### src/rtl/toggle_debounce.sv
// Push-button front end: 2-flop synchroniser, stable-count debounce FSM, one-cycle t pulse per press.
// Define AUTO_REPEAT_EN to emit repeat pulses while the button stays held.
module toggle_debounce #(
   parameter int DEBOUNCE_CYCLES = 4,
   parameter int CNT_W           = 16,
   parameter int REPEAT_DELAY    = 8,
   parameter int REPEAT_PERIOD   = 4
) (
   input  logic clk,
   input  logic rst_n,
   input  logic btn_in,
   output logic t,
   output logic level
);

   typedef enum logic [1:0] {
      IDLE        = 2'd0,
      ARM_PRESS   = 2'd1,
      HELD        = 2'd2,
      ARM_RELEASE = 2'd3
   } state_t;

   localparam logic [CNT_W-1:0] LP_ONE     = CNT_W'(1);
   localparam logic [CNT_W-1:0] LP_DB_LAST = CNT_W'(DEBOUNCE_CYCLES - 1);

   generate
      if (DEBOUNCE_CYCLES < 2 || REPEAT_DELAY < 2 || REPEAT_PERIOD < 2 ||
          64'(DEBOUNCE_CYCLES) >= (64'd1 << CNT_W)) begin : g_bad_cfg
         $error("toggle_debounce: illegal parameter combination");
      end
   endgenerate

   state_t           r_state;
   logic             r_s1;
   logic             r_s2;
   logic             r_t;
   logic             r_level;
   logic [CNT_W-1:0] r_cnt;

`ifdef AUTO_REPEAT_EN
   localparam logic [CNT_W-1:0] LP_DELAY_LAST  = CNT_W'(REPEAT_DELAY - 1);
   localparam logic [CNT_W-1:0] LP_PERIOD_LAST = CNT_W'(REPEAT_PERIOD - 1);

   // r_rpt_run distinguishes the initial delay from the steady repeat period
   logic [CNT_W-1:0] r_rpt_cnt;
   logic             r_rpt_run;
   logic             w_rpt_fire;

   assign w_rpt_fire = (r_rpt_cnt == (r_rpt_run ? LP_PERIOD_LAST : LP_DELAY_LAST));
`endif

   always_ff @(posedge clk) begin
      if (!rst_n) begin
         r_s1 <= 1'b0;
         r_s2 <= 1'b0;
      end else begin
         r_s1 <= btn_in;
         r_s2 <= r_s1;
      end
   end

   always_ff @(posedge clk) begin
      if (!rst_n) begin
         r_state   <= IDLE;
         r_cnt     <= '0;
         r_t       <= 1'b0;
         r_level   <= 1'b0;
`ifdef AUTO_REPEAT_EN
         r_rpt_cnt <= '0;
         r_rpt_run <= 1'b0;
`endif
      end else begin
         r_t <= 1'b0;
         case (r_state)
            IDLE: begin
               if (r_s2) begin
                  r_state <= ARM_PRESS;
                  r_cnt   <= LP_ONE;
               end
            end
            ARM_PRESS: begin
               if (!r_s2) begin
                  r_state <= IDLE;
                  r_cnt   <= '0;
               end else if (r_cnt == LP_DB_LAST) begin
                  r_state <= HELD;
                  r_cnt   <= '0;
                  r_t     <= 1'b1;
                  r_level <= 1'b1;
               end else begin
                  r_cnt <= r_cnt + LP_ONE;
               end
            end
            HELD: begin
               if (!r_s2) begin
                  r_state <= ARM_RELEASE;
                  r_cnt   <= LP_ONE;
`ifdef AUTO_REPEAT_EN
                  r_rpt_cnt <= '0;
                  r_rpt_run <= 1'b0;
               end else if (w_rpt_fire) begin
                  r_t       <= 1'b1;
                  r_rpt_cnt <= '0;
                  r_rpt_run <= 1'b1;
               end else begin
                  r_rpt_cnt <= r_rpt_cnt + LP_ONE;
`endif
               end
            end
            ARM_RELEASE: begin
               if (r_s2) begin
                  r_state <= HELD;
                  r_cnt   <= '0;
               end else if (r_cnt == LP_DB_LAST) begin
                  r_state <= IDLE;
                  r_cnt   <= '0;
                  r_level <= 1'b0;
               end else begin
                  r_cnt <= r_cnt + LP_ONE;
               end
            end
            default: begin
               r_state <= IDLE;
               r_cnt   <= '0;
            end
         endcase
`ifdef AUTO_REPEAT_EN
         // Outside HELD the repeat timer is parked so re-entry always waits the full delay
         if (r_state != HELD) begin
            r_rpt_cnt <= '0;
            r_rpt_run <= 1'b0;
         end
`endif
      end
   end

   assign t     = r_t;
   assign level = r_level;

endmodule
### config.mk
export PLATFORM = sky130hd
export DESIGN_NAME = toggle_debounce
export DESIGN_NICKNAME = d
export VERILOG_FILES = /design/src/rtl/toggle_debounce.sv
export SDC_FILE = /design/constraint.sdc
export NUM_CORES = 1
export LEC_CHECK = 0
export ABC_AREA = 1
export BUFFER_PORTS_ARGS = -buffer_cell sky130_fd_sc_hd__buf_2
export CAP_MARGIN = 20
export CORE_MARGIN = 8
export CORE_UTILIZATION = 49
export CTS_BUF_LIST = sky130_fd_sc_hd__clkbuf_4
export DETAILED_ROUTE_END_ITERATION = 12
export PLACE_DENSITY_LB_ADDON = 0.08
export SYNTH_ARGS = -nofsm -noshare
export SYNTH_HDL_FRONTEND = slang
export SYNTH_SLANG_ARGS = --single-unit
### constraint.sdc
create_clock -name clk -period 1.9 [get_ports clk]
set_input_delay 0.38 -clock clk [delete_from_list [all_inputs] [get_ports clk]]
set_output_delay 0.38 -clock clk [all_outputs]
set_load 0.05 [all_outputs]
# Word level (Yosys, flattened, before mapping)
# Cells that the tools add are included.
totals:
  word_cells: 44
  output_inout_bits: 2
  inputBits: 3
  ff_bits: 22
classes:
  addsub: 1
  n_mux: 19
  n_eq_ne: 12
  n_reduce_logical: 6
ops:
  columns: ["op", "n"]
  rows:
  - ["16-bit 2-to-1 mux", 5]
  - ["16-bit one-hot mux with 4 select lines", 1]
  - ["16-bit by 1-bit adder with 16-bit output (second input constant)", 1]
  - ["16-bit by 2-bit equality test with 1-bit output (second input constant)", 1]
  - ["2-bit 2-to-1 mux", 6]
  - ["2-bit != test (second input constant)", 6]
  - ["2-bit one-hot mux with 4 select lines", 1]
  - ["3-bit != test (second input constant)", 2]
  - ["1-bit 2-to-1 mux", 5]
  - ["5-bit AND reduction", 1]
  - ["2-bit equality test (second input constant)", 2]
  - ["4-bit AND reduction", 1]
  - ["3-bit AND reduction", 1]
  - ["2-bit by 1-bit equality test with 1-bit output (second input constant)", 1]
  - ["2-bit logical NOT", 1]
  - ["1-bit one-hot mux with 2 select lines", 1]
  - ["2-bit AND reduction", 1]
  - ["2-bit nonzero test", 1]

# Longest topological paths before layout
depth:
  ltp_word: 4
  mapped_depth: 9
  ltp_nobuf: 9

# Worst setup path after synthesis
# No wires, ideal clock.
synth_path:
  path_type: "register to register"
  from: "register r_cnt[0]"
  to: "register r_cnt[4]"
  required_ns: 1.784
  slack_ns: 0.528
  stages_incl_launch_ff: 9
  t_arrival_ns: 1.256
  period_less_slack_ns: 1.372
  cell_sequence: "dfxtp_1 ha_1 nand3_1 nor2_1 nand2_4 nand2_2 nand2_1 nand2_2 nor2_1"
synth_via:
  elab_chain_cells: 4
  elab_cells_between_ends: 6
  classes_between: "add/sub (1); eq/ne (1); mux (4)"
synth_rtl:
  columns: ["item", "line_no", "source"]
  rows:
  - ["from (decl)", "38", "logic [CNT_W-1:0] r_cnt;"]
  - ["from (signal assigned)", "91", "r_cnt <= r_cnt + LP_ONE;"]
  - ["from (signal assigned)", "119", "r_cnt <= r_cnt + LP_ONE;"]
  - ["16-bit by 1-bit adder with 16-bit output or 16-bit by 2-bit equality test with 1-bit output (tied branches)", null, null]
  - ["16-bit 2-to-1 mux *", "85, 114", null]
  - ["16-bit 2-to-1 mux, on equally long branches", "111, 82", null]
  - ["16-bit one-hot mux with 4 select lines *", "74", "case (r_state)"]
# Every way passes the cells marked *; elsewhere a longest branch is shown, timed or not.
# A chain may end at the register's enable or synchronous reset.

# Worst setup path in the final report
layout_path:
  from: "register r_cnt[0]"
  to: "register r_cnt[12]"
# The elaborated chain is that of the path after synthesis.

==> qor.txt <==
status -> finished clean
startpoint type of the worst setup path -> flop
DRC -> 0
Post-Synthesis Cell Area -> 0.00112 sq mm
post-CTS setup repair buffer count -> 0
syn_area_per_cell -> 7.10 sq um
maximum VDD drop -> 0.000426 V
Post-CTS Hold Fix Bufs -> 0
final setup fails -> 0
worst path arrival time -> 1820 ps
Final Max Slew Viols -> 0
# diodes -> 0
Post-synth EDFFs -> 0
drt first-iter violations -> 68
Pre-Repair DR Iteration Count -> 4
Non-Filler Instances -> 192
chip height -> 63.9 microns
Fin. Hold Viols -> 0
Pwr Density -> 677 mW/mm^2
total core area -> 0.00219 sq mm
hold crit path type -> in2reg
row cnt -> 17
RSZ-0062 raised after global routing -> false
largest net degree at the start of global routing -> 13
top_reg_cell synth -> dfxtp_1
fmax -> 627 MHz
final wirelength -> 2.19 mm
worst-skew pair later-pin latency -> 320 ps
clock-pin slew on the worst setup and hold paths -> 120 ps
Static Leak -> 0.000483 uW
Yosys top cell area share -> 39.2%
Initial Util -> 51.2%
clk_skew -> 4.55 ps
final instance area -> 0.00119 sq mm
Slew HR -> 78.8%
Root Driver -> clkbuf_4
Die Area -> 0.00408 sq mm
Max-Cap Viols -> 0
Worst Setup End Kind -> flop
setup TNS -> 0 ps
H-tree Lvls -> 1
placed inst area -> 0.00116 sq mm
synth warn -> 0
async set or reset register ratio after synthesis -> 0%
Yosys reg bits -> 22
first-pass GRT wire length -> 3.87 mm
I/O pin total -> 5
Routed Antenna Nets -> 0
Placed Instances -> 188
WL/cell -> 11.4 microns
Vias -> 966
Overflow after GRT -> 0
P&R area growth vs syn -> 5.80%
Final #Nets -> 169
count leader, synth -> nand2_1
GPL Wtd Cong -> 0.760
I/O Buffers -> 4
# fillers -> 228
dominant cell type by area after synthesis -> dfxtp_1
Max Root-Sink Buffers -> 2
post-synthesis cell count -> 158
Power Total -> 804 uW
sequential share of the synthesized area -> 39.2%
dpl hpwl -> 1.60 mm
Chip Width -> 63.9 microns
CP required -> 2120 ps
post-route minimum period -> 1600 ps
Syn Nets -> 162
vias per cell -> 5.03
Clock Sinks -> 22
top cells by count, synth -> nand2_1, dfxtp_1, nor2_1
CP max FO -> 5
All-Layer GR Usage -> 11.6%
antenna violations before repair -> 0
share of layout cells above drive strength 1 -> 14.6%
post-cts resize count -> 0
CTS buffer count -> 3
CTS tree -> built
worst-margin pin slew -> 316 ps
Crit Path Class -> reg2reg
Tcrit/Tclk final -> 84.0%
vias in the first global route -> 916
Cell variety after synth -> 27
Area contributors post-synth -> dfxtp_1, nand2_1, nor2_1
[critical path, cell delays in order (launching register included)]
cell     delay [ps]
dfxtp_1         420
ha_1            260
nand3_1         110
nor2_2          180
nand3_1         120
nor2_2          200
nand3_1         100
nand2_1          80
nor2_1           40
[flip-flops by register name, summed over array words and instances (netlist names), named ones only]
name,count
r_s2,1
r_s1,1
r_state,1
level,1
r_cnt,16
t,1
[metal layers]
metal	routed length, microns	GRT usage [%]	vias to the layer above
met5	0	0	-
met3	51	2.61	5
met1	1080	14.2	431
met4	43	5.85	0
li1	-	-	518
met2	1010	18.6	12
[layout by cell type, fill, tap and decap left out]
master	n
nand2_1	36
nor2_1	22
dfxtp_1	22
inv_1	15
nand3_1	12
a21oi_1	12
nand4_1	4
buf_2	4
inv_2	3
nand3_2	3
nor2_2	3
nor3_1	3
clkinv_1	3
o21ai_0	3
clkbuf_4	3
a21oi_2	2
nand2_2	2
o21ai_1	2
xor2_1	2
nand2_4	1
nor2_4	1
nand3_4	1
nor2_8	1
nor4_1	1
and3_1	1
or2_0	1
ha_1	1
[kinds of logic after synthesis]
kind of cell | Yosys count | synth area share [%]
flip-flops | 22 | 39.2
AND/OR/NAND/NOR | 92 | 40.8
AO/OA/AOI/OAI | 19 | 9.14
XOR/XNOR | 2 | 1.56
buffers and inverters | 22 | 8.14
adder cells (fa/ha/maj) | 1 | 1.11
[area by class of cell]
type	count	area, sq um	area share [%]
clock buffers	3	22.5	1.90
clock inverters	1	3.75	0.316
inverters	20	75.1	6.32
multi-input cells	114	591	49.7
flip-flops and latches	22	440	37.1
well taps	28	35.0	2.95
repair buffers	4	20.0	1.69
[where the power goes]
part	switching (uW)	total (uW)	internal, uW
combinational	73.3	100	26.8
sequential	9.72	482	472
clock	145	222	77.1
[per-stage QoR]
step / hold slack, ps / utilization, % / worst slack (ps)
after floorplan: 390 / - / 528
after global placement: 395 / 53.0 / 365
after detailed placement: 404 / 53.0 / 347
after CTS: 231 / 54.2 / 310
after global routing: 228 / 54.2 / 118
final: 234 / 54.2 / 305
[worst paths after layout]
kind,cells past startpoint,slack [ps],from,endpoint
min reg2reg,2,430,r_s1,r_s2
max,8,300,r_cnt[0],r_cnt[12]
max reg2reg,8,300,r_cnt[0],r_cnt[12]
min,3,230,btn_in,r_s1
No activity file was read; power rests on OpenSTA's default activity.
